`src/rtl/slot_onehot_alloc.sv`:
```
// slot_onehot_alloc: busy-bitmap slot allocator for 2^IDX_W tags.
// Grants the lowest free index (binary + one-hot) one cycle after an accepted
// request and frees slots through a decoded one-hot release mask.
// Optional feature macro: SLOT_ALLOC_ERR_EN adds the rel_err pulse output,
// flagging releases of slots that are not currently busy.
module slot_onehot_alloc #(
  parameter int IDX_W = 4
) (
  input  logic                   clk,
  input  logic                   rst,
  input  logic                   flush,
  input  logic                   alloc_req,
  output logic                   alloc_rdy,
  output logic                   alloc_vld,
  output logic [IDX_W-1:0]       alloc_idx,
  output logic [(1<<IDX_W)-1:0]  alloc_oh,
  input  logic                   rel_vld,
  input  logic [IDX_W-1:0]       rel_idx,
  output logic [(1<<IDX_W)-1:0]  busy,
  output logic [IDX_W:0]         free_cnt,
`ifdef SLOT_ALLOC_ERR_EN
  output logic                   rel_err,
`endif
  output logic                   full,
  output logic                   empty
);

  localparam int DEPTH = 1 << IDX_W;

  logic [DEPTH-1:0] r_busy;
  logic [IDX_W:0]   r_free_cnt;
  logic             r_alloc_vld;
  logic [IDX_W-1:0] r_alloc_idx;
  logic [DEPTH-1:0] r_alloc_oh;

  logic [IDX_W-1:0] w_grant;
  logic [DEPTH-1:0] w_grant_oh;
  logic [DEPTH-1:0] w_rel_oh;
  logic             w_alloc_eff;
  logic             w_rel_eff;
  logic [DEPTH-1:0] w_busy_nxt;
  logic [IDX_W:0]   w_cnt_nxt;

  // Lowest free index of the pre-edge bitmap; scanning downward lets the
  // lowest zero win. A slot released this cycle is still busy here, so it
  // cannot be re-granted in the same cycle.
  always_comb begin
    w_grant = '0;
    for (int i = DEPTH - 1; i >= 0; i--) begin
      if (!r_busy[i]) begin
        w_grant = IDX_W'(i);
      end
    end
  end

  // Ready/full/empty depend only on registered state.
  assign alloc_rdy   = ~&r_busy;
  assign full        = (r_free_cnt == '0);
  assign empty       = (r_free_cnt == (IDX_W+1)'(DEPTH));

  assign w_alloc_eff = alloc_req & alloc_rdy & ~flush;
  assign w_rel_eff   = rel_vld & r_busy[rel_idx] & ~flush;

  // Set/clear masks; grant and release can never target the same slot since
  // one requires busy=0 and the other busy=1.
  assign w_grant_oh  = DEPTH'(1) << w_grant;
  assign w_rel_oh    = w_rel_eff ? (DEPTH'(1) << rel_idx) : '0;
  assign w_busy_nxt  = (r_busy & ~w_rel_oh) | (w_alloc_eff ? w_grant_oh : '0);
  assign w_cnt_nxt   = r_free_cnt + (IDX_W+1)'(w_rel_eff) - (IDX_W+1)'(w_alloc_eff);

  // Bitmap, free counter and grant result registers; flush wipes allocations
  // but leaves the last grant index/mask in place.
  always_ff @(posedge clk) begin
    if (rst) begin
      r_busy      <= '0;
      r_free_cnt  <= (IDX_W+1)'(DEPTH);
      r_alloc_vld <= 1'b0;
      r_alloc_idx <= '0;
      r_alloc_oh  <= '0;
    end else if (flush) begin
      r_busy      <= '0;
      r_free_cnt  <= (IDX_W+1)'(DEPTH);
      r_alloc_vld <= 1'b0;
    end else begin
      r_busy      <= w_busy_nxt;
      r_free_cnt  <= w_cnt_nxt;
      r_alloc_vld <= w_alloc_eff;
      if (w_alloc_eff) begin
        r_alloc_idx <= w_grant;
        r_alloc_oh  <= w_grant_oh;
      end
    end
  end

`ifdef SLOT_ALLOC_ERR_EN
  logic r_rel_err;

  // One-cycle pulse for a release of a slot that is not busy.
  always_ff @(posedge clk) begin
    if (rst) begin
      r_rel_err <= 1'b0;
    end else begin
      r_rel_err <= rel_vld & ~flush & ~r_busy[rel_idx];
    end
  end

  assign rel_err = r_rel_err;
`endif

  assign busy      = r_busy;
  assign free_cnt  = r_free_cnt;
  assign alloc_vld = r_alloc_vld;
  assign alloc_idx = r_alloc_idx;
  assign alloc_oh  = r_alloc_oh;

endmodule

```
`config.mk`:
```
export PLATFORM = sky130hd
export DESIGN_NAME = slot_onehot_alloc
export DESIGN_NICKNAME = d
export VERILOG_FILES = /design/src/rtl/slot_onehot_alloc.sv
export SDC_FILE = /design/constraint.sdc
export NUM_CORES = 1
export LEC_CHECK = 0
export CORE_ASPECT_RATIO = 1.2
export CORE_MARGIN = 1.5
export CORE_UTILIZATION = 53
export DETAILED_ROUTE_END_ITERATION = 10
export HOLD_SLACK_MARGIN = 0.02
export PLACE_DENSITY = 0.85
export REMOVE_ABC_BUFFERS = 1
export SLEW_MARGIN = 20
export SYNTH_ARGS = -nofsm -noshare
export SYNTH_HDL_FRONTEND = slang
export SYNTH_SLANG_ARGS = --single-unit
```
`constraint.sdc`:
```
create_clock -name clk -period 5.29 [get_ports clk]
set_clock_uncertainty 0.2 [all_clocks]
set_input_delay 1.3225 -clock clk [delete_from_list [all_inputs] [get_ports clk]]
set_output_delay 1.3225 -clock clk [all_outputs]
set_load 0.1 [all_outputs]
```
==> run metrics <==
endpoint class of the critical path=flip-flop; pin count of the biggest net entering global routing=15; Hold WC Path Type=reg -> reg; H-tree levels=2; most used cell, CP=inv_1; max-capacitance violation count=0; Layout Area Growth over Synthesis=28.6%; GRT Util Overall=28.7%; crit-path cells=clkdlybuf4s50_1, or2b_2, o22ai_1, a211o_1, nor2_1, a31oi_1, ha_1, inv_1, ha_1, inv_1, fa_1, inv_1, a21oi_1, o21bai_1, xnor2_1, nand2_1; leakage power=0.000979 uW; Final Non-Filler Cells=359; gpl congestion=1.07; Initial Util=55.4%; Reg clk slew, reported paths=0.08 ns; Synth area leader=dfxtp_1; fin nets=320; Top FF cell, synth=dfxtp_1; post-CTS sizing=0; Async SR Flop Fraction=0%; WL final=6060 um; status=complete, no violations; Design Area, Final=2830 um^2; Synth Area per Inst=8.69 um^2; GR peak layer=met2; Worst path slowest cell=clkdlybuf4s50_1; share of cells above drive strength 1=9.51%; DR vias=2196; Max Slew Vio Count=0; DIE WIDTH=61.8 um; CORE AREA=3970 um^2; fin crit period=4.58 ns; met3 usage=5.63%; GRT overflow=0; Synth Cell Area=2200 um^2; met2 Use GR=47.4%; # Post-CTS Setup Buffers=0; Syn Inst Count=253; Hold Startpoint=alloc_oh[13]$_SDFFE_PP0P_; largest delay contributor family on the critical path=compound AO/OA/AOI/OAI gates; Post-synth EDFFs=0; CTS tree=yes; routing usage on met1=35.1%; WHS Path Cells=2; WL per Instance=16.9 um; DRT iter0 DRCs=168; clk_lat worst skew=0.30 ns; CTS root buf=clkbuf_8; Hold Path End=alloc_oh[13]$_SDFFE_PP0P_; top post-synthesis cells by area=dfxtp_1 38%, nand2_1 5.3%, o21ai_0 4.3%; Yosys reg bits=42; placed insts=351; Ports=54; Crit Path Class=in -> reg; placed inst area=2720 um^2; CTS Sinks=42; WP data arrival=4.56 ns; Seq/Total Area, Yosys=38.2%; first-pass GRT wire length=9730 um; Crit. path cell count=16; initial antenna violation count=0; total CTS buffers=5; pwr dens=257 nW/um^2; Yosys cell types=64; PortBufs=53; RSZ-0062 raised after global routing=no; FF-to-FF Start=busy[6]$_SDFF_PP0_; r2r endpoint=free_cnt[4]$_SDFF_PP1_; crit-path max cell delay=0.67 ns; WP buf/inv=4; Worst Path Max Fanout=10; hold buffer count at CTS=0; Die Y=73.6 um; Slew headroom=33.5%; vias in the first global route=2082; Final Cycle Share=86.5%; final setup vio count=0; register-to-register setup slack=2.07 ns; ANT cells=0; TritonRoute pass-1 iters=5; antenna viol nets, final=0; R2R depth=15; startpoint types=input port; Vias/cell=6.12; Fin. Hold Viols=0; worst-margin pin slew=0.995 ns; peak supply drop=211 uV; worst endpoint required time=5.27 ns; Detail Placement HPWL=4480 um; synth warn=0; post-synth top area share=38.2%; Post-route DRC=0; die area=4550 um^2; num rows=25; Max Fclk=218 MHz; Bufs on Longest Clock Path=2
## metal layers
layer,part of all wire (%),wire length (um)
met1,40,2410
met2,48,2900
met3,7.8,476
met4,4.6,277
met5,0,0
## worst max-delay path by stage
stage                                         to                   start  slack (ns)
after global placement    free_cnt[4]$_SDFF_PP1_              rel_idx[1]        0.60
after floorplan                             full  free_cnt[3]$_SDFF_PP0_       -0.31
after detailed placement  free_cnt[4]$_SDFF_PP1_              rel_idx[3]        0.45
after CTS                 free_cnt[4]$_SDFF_PP1_              rel_idx[1]        0.76
final                     free_cnt[4]$_SDFF_PP1_              rel_idx[1]        0.71
after global routing      free_cnt[4]$_SDFF_PP1_              rel_idx[3]        0.48
## cells in the final DEF, fill, tap and decap left out, types with 2 or more instances in the layout
master | netlist | layout
clkdlybuf4s50_1 | 0 | 53
dfxtp_1 | 42 | 42
nand2_1 | 31 | 31
o21ai_0 | 19 | 19
a21oi_1 | 15 | 15
inv_1 | 12 | 12
nor2_1 | 11 | 11
nand3_1 | 8 | 8
nand4_1 | 8 | 8
o211ai_1 | 8 | 8
ha_1 | 6 | 6
clkbuf_8 | 1 | 5
and4_1 | 4 | 4
a211oi_1 | 4 | 4
o31ai_1 | 4 | 4
o21ai_1 | 4 | 4
mux2i_1 | 3 | 3
mux2_2 | 3 | 3
or2_2 | 3 | 3
nand2b_1 | 3 | 3
xnor2_1 | 3 | 3
nor2b_1 | 2 | 2
a31oi_1 | 2 | 2
o22ai_1 | 2 | 2
and2_1 | 2 | 2
and3_1 | 2 | 2
a21boi_0 | 2 | 2
a21o_1 | 2 | 2
nor4_1 | 2 | 2
nor3_1 | 2 | 2
o32ai_1 | 2 | 2
or3_1 | 2 | 2
clkinv_2 | 0 | 2
buf_4 | 1 | 2
## registers in the layout (all words and copies together) (netlist names)
register / count
alloc_oh: 16
free_cnt: 5
alloc_idx: 4
alloc_vld: 1
busy: 16
## power breakdown
part           internal (uW)  switching [uW]  leakage, uW  total, uW
Clock                    139             114    0.0000579        253
Sequential               322            5.71     0.000340        327
Combinational           41.9             104     0.000581        146
## metrics by stage
| step | power, uW | worst slack [ns] | hold slack, ns | utilization [%] | TNS (ns) |
|---|---|---|---|---|---|
| 4_1_cts | 723 | 0.756 | 0.260 | 71.2 | 0 |
| 3_3_place_gp | 477 | 0.604 | 0.233 | 68.4 | 0 |
| 5_1_grt | 747 | 0.478 | 0.282 | 71.2 | 0 |
| 6_report | 726 | 0.712 | 0.257 | 71.2 | 0 |
| 3_5_place_dp | 480 | 0.452 | 0.244 | 68.4 | 0 |
| 2_1_floorplan | 440 | -0.310 | 0.672 | - | -0.470 |
## logic make-up after synthesis
group	Yosys count	synth area share, %
compound gates	82	25.4
xor+xnor	3	1.19
fa+ha+maj	7	4.32
buf+inv	24	6.48
flops	42	38.2
mux	7	3.41
simple gates	88	20.9
## tightest hold or removal path, cell delays in order, from the launching register on
cell and delay [ns]:
dfxtp_1 0.33, nand2_1 0.05, o31ai_1 0.05
## synth_stat cells, types with 2 or more instances
cell and instances:
a21oi_1 15, a211oi_1 4, o31ai_1 4, and2_1 2
inv_1 12, a21boi_0 2, nand4_1 8, nand2b_1 3
dfxtp_1 42, a21o_1 2, nor2_1 11, o21ai_0 19
nor4_1 2, nor3_1 2, mux2i_1 3, xnor2_1 3
o22ai_1 2, ha_1 6, o21ai_1 4, o32ai_1 2
and4_1 4, and3_1 2, or3_1 2, nor2b_1 2
a31oi_1 2, or2_2 3, nand3_1 8, clkbuf_1 3
o211ai_1 8, mux2_2 3, nand2_1 31, buf_6 5
## layout make-up
type                       instances  area (um^2)
clock inverter                     3         40.0
multi-input combinational        187         1220
inverter                          13         48.8
sequential                        42          841
clock buffer                       5         68.8
tap                               54         67.6
fill                             309         1140
timing repair buffer              55          546
No activity file was read; power rests on OpenSTA's default activity.
